File: src/rtl/fifo_write_ctrl.sv
// fifo_write_ctrl: write-side control for a 2**ADDR_W entry FIFO register bank.
// Keeps the binary and Gray write pointers, synchronises the read-domain Gray
// pointer into this clock domain, and produces the registered full and
// overflow flags. Requests that arrive while full are dropped and reported
// with a one-cycle overflow pulse.
//
// Optional feature: define ALMOST_FULL_EN to add the registered almost_full
// output, which asserts when occupancy (against the synchronised read
// pointer) reaches AF_THRESH. Without the macro, that port and its
// subtract/Gray-decode logic do not exist.
//
// SYNC_STAGES is expected to be 2 or 3.

module fifo_write_ctrl #(
  parameter int ADDR_W      = 4,
  parameter int SYNC_STAGES = 2
`ifdef ALMOST_FULL_EN
  ,
  parameter int AF_THRESH   = 12
`endif
) (
  input  logic              clk,
  input  logic              rst,
  input  logic              wr_req,
  input  logic [ADDR_W:0]   rd_gray_i,
  output logic              wen,
  output logic [ADDR_W-1:0] waddr,
  output logic [ADDR_W:0]   wr_gray_o,
  output logic              full,
  output logic              overflow
`ifdef ALMOST_FULL_EN
  ,
  output logic              almost_full
`endif
);

  // Pointer state
  logic [ADDR_W:0] r_wbin;
  logic [ADDR_W:0] r_wgray;

  // Read-pointer synchroniser chain; the last stage is the usable copy
  logic [SYNC_STAGES-1:0][ADDR_W:0] r_sync;

  // Flags
  logic r_full;
  logic r_overflow;

  // Next-state helpers
  logic            w_wen;
  logic [ADDR_W:0] w_wbin_next;
  logic [ADDR_W:0] w_wgray_next;
  logic [ADDR_W:0] w_rq_gray;
  logic [ADDR_W:0] w_full_gray;

  // A write is accepted whenever asked and there is room; reset blocks it
  // combinationally so the bank never sees a write during reset.
  assign w_wen        = wr_req & ~r_full & ~rst;
  assign w_wbin_next  = r_wbin + {{ADDR_W{1'b0}}, w_wen};
  assign w_wgray_next = w_wbin_next ^ (w_wbin_next >> 1);

  assign w_rq_gray    = r_sync[SYNC_STAGES-1];

  // Full in Gray space: the write pointer equals the read pointer with its
  // two MSBs inverted, i.e. exactly one lap (2**ADDR_W entries) ahead.
  assign w_full_gray  = {~w_rq_gray[ADDR_W:ADDR_W-1], w_rq_gray[ADDR_W-2:0]};

  // Advance the binary and Gray write pointers on every accepted write
  always_ff @(posedge clk) begin
    // NOTE: state registers use non-blocking assignments so every flop
    // samples pre-edge values regardless of statement order.
    if (rst) begin
      r_wbin  <= '0;
      r_wgray <= '0;
    end else if (w_wen) begin
      r_wbin  <= w_wbin_next;
      r_wgray <= w_wgray_next;
    end
  end

  // Bring the asynchronous read Gray pointer through the flop chain
  always_ff @(posedge clk) begin
    if (rst) begin
      r_sync <= '0;
    end else begin
      r_sync[0] <= rd_gray_i;
      for (int i = 1; i < SYNC_STAGES; i++) begin
        r_sync[i] <= r_sync[i-1];
      end
    end
  end

  // Register full against the post-write pointer, and flag dropped requests
  always_ff @(posedge clk) begin
    if (rst) begin
      r_full     <= 1'b0;
      r_overflow <= 1'b0;
    end else begin
      r_full     <= (w_wgray_next == w_full_gray);
      r_overflow <= wr_req & r_full;
    end
  end

`ifdef ALMOST_FULL_EN
  localparam logic [ADDR_W:0] AF_LIM = (ADDR_W+1)'(AF_THRESH);

  logic [ADDR_W:0] w_rq_bin;
  logic [ADDR_W:0] w_occupancy;
  logic            r_almost_full;

  // Decode the synchronised Gray read pointer back to binary
  always_comb begin
    // NOTE: every bit gets a default before the loop so no latch can form.
    w_rq_bin = '0;
    for (int i = 0; i <= ADDR_W; i++) begin
      w_rq_bin[i] = ^(w_rq_gray >> i);
    end
  end

  // Occupancy wraps naturally in ADDR_W+1 bits
  assign w_occupancy = w_wbin_next - w_rq_bin;

  // Register the almost-full threshold comparison
  always_ff @(posedge clk) begin
    if (rst) begin
      r_almost_full <= 1'b0;
    end else begin
      r_almost_full <= (w_occupancy >= AF_LIM);
    end
  end

  assign almost_full = r_almost_full;
`endif

  assign wen       = w_wen;
  assign waddr     = r_wbin[ADDR_W-1:0];
  assign wr_gray_o = r_wgray;
  assign full      = r_full;
  assign overflow  = r_overflow;

endmodule

File: config.mk
export PLATFORM = sky130hd
export DESIGN_NAME = fifo_write_ctrl
export DESIGN_NICKNAME = d
export VERILOG_FILES = /design/src/rtl/fifo_write_ctrl.sv
export SDC_FILE = /design/constraint.sdc
export NUM_CORES = 1
export LEC_CHECK = 0
export BUFFER_PORTS_ARGS = -buffer_cell sky130_fd_sc_hd__clkbuf_2
export CORE_ASPECT_RATIO = 1.25
export CORE_MARGIN = 2
export CORE_UTILIZATION = 50
export CTS_CLUSTER_DIAMETER = 120
export DETAILED_ROUTE_END_ITERATION = 10
export GPL_ROUTABILITY_DRIVEN = 0
export HOLD_SLACK_MARGIN = 0.06
export PLACE_DENSITY_LB_ADDON = 0.15
export REMOVE_ABC_BUFFERS = 1
export SLEW_MARGIN = 10
export SYNTH_ARGS = -nofsm -noshare
export SYNTH_HDL_FRONTEND = slang
export SYNTH_SLANG_ARGS = --single-unit
File: constraint.sdc
create_clock -name clk -period 5.45 [get_ports clk]
set_input_delay 0.545 -clock clk [delete_from_list [all_inputs] [get_ports clk]]
set_output_delay 0.545 -clock clk [all_outputs]
set_load 0.01 [all_outputs]
==> flow_summary_export.csv <==
group,metric,value,unit
status,run_status,"completed",
critical_path,crit_end,"full$_SDFF_PP0_",
synth,synth_cells,87,
timing,timing_hold_violations_final,0,
clocking,cts-root-buf,"sky130_fd_sc_hd__clkbuf_4",
detailed_routing,detail-route-antenna-nets,0,
timing,maxSlewHeadroom,52.3,%
floorplan,dieHeight,50.4,um
timing,worst-slew-pin-transition,0.715,ns
timing,clock.fmax,0.470,GHz
critical_path,critical_path_class,"flip-flop to flip-flop",
synth,synth_cell_type_count,25,
grt,grt_pass1_vias,490,
clocking,tritoncts,"done",
detailed_routing,drt_wl_total,1310,um
critical_path,worstRegToRegCells,8,
synth,synth.yosys.warnings,0,
power_and_ir_drop,power_density_over_the_cells,260,nW/um2
detailed_routing,drt_first_iter_violations,11,
power_and_ir_drop,max-vdd-ir-drop,0.198,mV
min_path,worstHoldPathCells,2,
grt,global_route.usage.total,14.8,%
timing,timing.clock.skew,0.00899,ns
timing,fin_crit_sh,39.0,%
clocking,postCtsResizedCells,0,
critical_path,timing.reg2reg.setup_slack,3.32,ns
layout,final_core_util,62.7,%
synth,ys_seq_elements,21,
critical_path,cp_slowest_cell,"sky130_fd_sc_hd__dfxtp_1",
timing,timing.final.setup_violations,0,
clocking,clock_sinks,21,
layout,layoutNonFillerInstCount,125,
detailed_routing,via_count,621,
placed_design,detailedPlacementHpwl,966,um
critical_path,setup.worst_path.start,"full$_SDFF_PP0_",
critical_path,crit_required,5.65,ns
critical_path,r2r-start,"full$_SDFF_PP0_",
run,drv.max_cap_violation_count,0,
timing,slew_viols_final,0,
critical_path,crit-reg2reg-capture,"full$_SDFF_PP0_",
clocking,h-tree-depth,1,
clocking,post_cts_setup_buffer_count,0,
power_and_ir_drop,leakagePower,0.426,nW
clocking,clk_path_buf_depth,2,
critical_path,critical_path.endpoint_type,"flip-flop",
min_path,worstHoldPathType,"input pin to flip-flop",
timing,setup_repair_after_global_routing_missed_its_margin,"false",
floorplan,core.rowCount,16,
floorplan,die-area,2070,um2
floorplan,floorplan.initialDensity,54.4,%
synth,mappedNetlistArea,860,um2
placed_design,post-place-cells,121,
grt,grt_pass1_wl,2070,um
clocking,clock_latency_at_the_later_pin_of_the_worst_skew_pair,0.30,ns
clocking,worst_setup_hold_path_clk_slew,0.12,ns
critical_path,cp_slowest_stage_delay,0.37,ns
layout,layout_commonest_cell,"sky130_fd_sc_hd__dfxtp_1",
clocking,hold_buffers,0,
placed_design,port-buffer-count,19,
layout,drive_gt1_share,25.2,%
critical_path,worst-endpoint-arrival,2.33,ns
timing,finalWorstPathRequiredPeriod,2.13,ns
clocking,tritoncts_buffer_count,3,
critical_path,crit_path_most_repeated_cell,"sky130_fd_sc_hd__ha_1",
critical_path,crit_family,"simple AND/OR/NAND/NOR gates",
detailed_routing,routed_wire_length_per_instance,10.4,um
critical_path,timing.critical_path.depth,8,
floorplan,boundaryPins,20,
detailed_routing,avgViaCountPerCell,4.97,
detailed_routing,post-route-drc-count,0,
grt,grt_remaining_overflow,0,
grt,grt_antenna_before_repair,0,
layout,layout_common_cells,"sky130_fd_sc_hd__dfxtp_1 (21), sky130_fd_sc_hd__clkbuf_2 (19), sky130_fd_sc_hd__nor2b_1 (11)",
grt,pin_count_of_the_biggest_net_entering_global_routing,23,
critical_path,crit_chain,"nand2b_1 -> nor2_1 -> ha_1 -> ha_1 -> and3_2 -> xor2_2 -> and3_1 -> o221a_1",
synth,syn_area_per_cell,9.88,um2
critical_path,cp-start-kind,"flip-flop",
timing,timing.setup.tns,0,ns
layout,nets,118,
layout,syn_to_final_growth,15.4,%
synth,yosysSeqAreaShare,48.9,%
floorplan,dieWidth,41.1,um
layout,antennaDiodeCount,0,
floorplan,fp.coreArea,1580,um2
critical_path,timing.critical_path.buf_inv,0,
critical_path,path_max_fanout,7,
detailed_routing,dr.pass1.iters,4,
worst min path at each step:
stage | start | end | slack (ns)
5_1_grt | rd_gray_i[1] | r_sync[1]$_SDFF_PP0_ | 0.43
3_5_place_dp | r_sync[1]$_SDFF_PP0_ | w_rq_gray[1]$_SDFF_PP0_ | 0.44
2_1_floorplan | r_sync[0]$_SDFF_PP0_ | w_rq_gray[0]$_SDFF_PP0_ | 0.41
6_report | rd_gray_i[1] | r_sync[1]$_SDFF_PP0_ | 0.44
3_3_place_gp | r_sync[4]$_SDFF_PP0_ | w_rq_gray[4]$_SDFF_PP0_ | 0.42
4_1_cts | rd_gray_i[1] | r_sync[1]$_SDFF_PP0_ | 0.43
metrics by stage:
stage               setup WS (ns)  cell area (um2)  total power [mW]  hold WS, ns
CTS                          3.31              992             0.262        0.434
global route                 3.18              992             0.272        0.429
finish                       3.32              992             0.258        0.439
floorplan                    3.30              847             0.179        0.414
detailed placement           3.00              965             0.188        0.438
global placement             3.04              965             0.187        0.418
routing by layer:
| layer | vias up | part of all wire (%) | global-route usage [%] |
|---|---|---|---|
| met5 | - | 0 | 0 |
| met4 | 0 | 1.1 | 10.0 |
| met3 | 2 | 4.0 | 2.65 |
| met2 | 14 | 51 | 22.1 |
| met1 | 284 | 44 | 18.2 |
| li1 | 321 | - | - |
cell usage after synthesis:
cell type                  instances  area [um2]
sky130_fd_sc_hd__dfxtp_1          21         420
sky130_fd_sc_hd__nor2b_1          11        68.8
sky130_fd_sc_hd__nand2_1           9        33.8
sky130_fd_sc_hd__nor2_1            9        33.8
sky130_fd_sc_hd__xnor2_1           9        78.8
sky130_fd_sc_hd__a21oi_1           4        20.0
sky130_fd_sc_hd__xor2_1            3        26.3
sky130_fd_sc_hd__and3_1            2        12.5
sky130_fd_sc_hd__ha_1              2        25.0
sky130_fd_sc_hd__nor3_1            2        10.0
sky130_fd_sc_hd__a211oi_1          1        7.51
sky130_fd_sc_hd__a211oi_2          1        12.5
sky130_fd_sc_hd__and3_2            1        7.51
sky130_fd_sc_hd__buf_1             1        3.75
sky130_fd_sc_hd__buf_2             1        5.00
sky130_fd_sc_hd__clkbuf_1          1        3.75
sky130_fd_sc_hd__inv_1             1        3.75
sky130_fd_sc_hd__nand2b_1          1        6.26
sky130_fd_sc_hd__nand3_2           1        10.0
sky130_fd_sc_hd__o21a_1            1        7.51
sky130_fd_sc_hd__o21ai_0           1        5.00
sky130_fd_sc_hd__o221a_1           1        11.3
sky130_fd_sc_hd__or3_1             1        6.26
sky130_fd_sc_hd__xor2_2            1        16.3
sky130_fd_sc_hd__xor3_1            1        23.8
where the power goes:
part / switching, mW / internal (mW) / leakage, nW
clock: 0.0467 / 0.0274 / 0.0177
sequential: 0.00199 / 0.159 / 0.172
combinational: 0.0124 / 0.0111 / 0.236
cell families after synthesis:
| group | synth area share, % |
|---|---|
| AO/OA/AOI/OAI | 7.42 |
| XOR/XNOR | 16.9 |
| adder cells (fa/ha/maj) | 2.91 |
| buffers and inverters | 1.89 |
| flip-flops | 48.9 |
| AND/OR/NAND/NOR | 22.0 |
sequential cells by signal, summed over array words and instances (netlist names):
register   count
r_sync         5
r_wbin         5
w_rq_gray      5
wr_gray_o      4
full           1
overflow       1
layout make-up:
| type | instances | area [um2] |
|---|---|---|
| clock buffers | 3 | 22.5 |
| clock inverters | 1 | 5.00 |
| fillers | 144 | 589 |
| inverters | 1 | 3.75 |
| multi-input cells | 62 | 423 |
| flip-flops and latches | 21 | 420 |
| well taps | 18 | 22.5 |
| repair buffers | 19 | 95.1 |
Note: power is estimated with default switching activity, not from simulation.
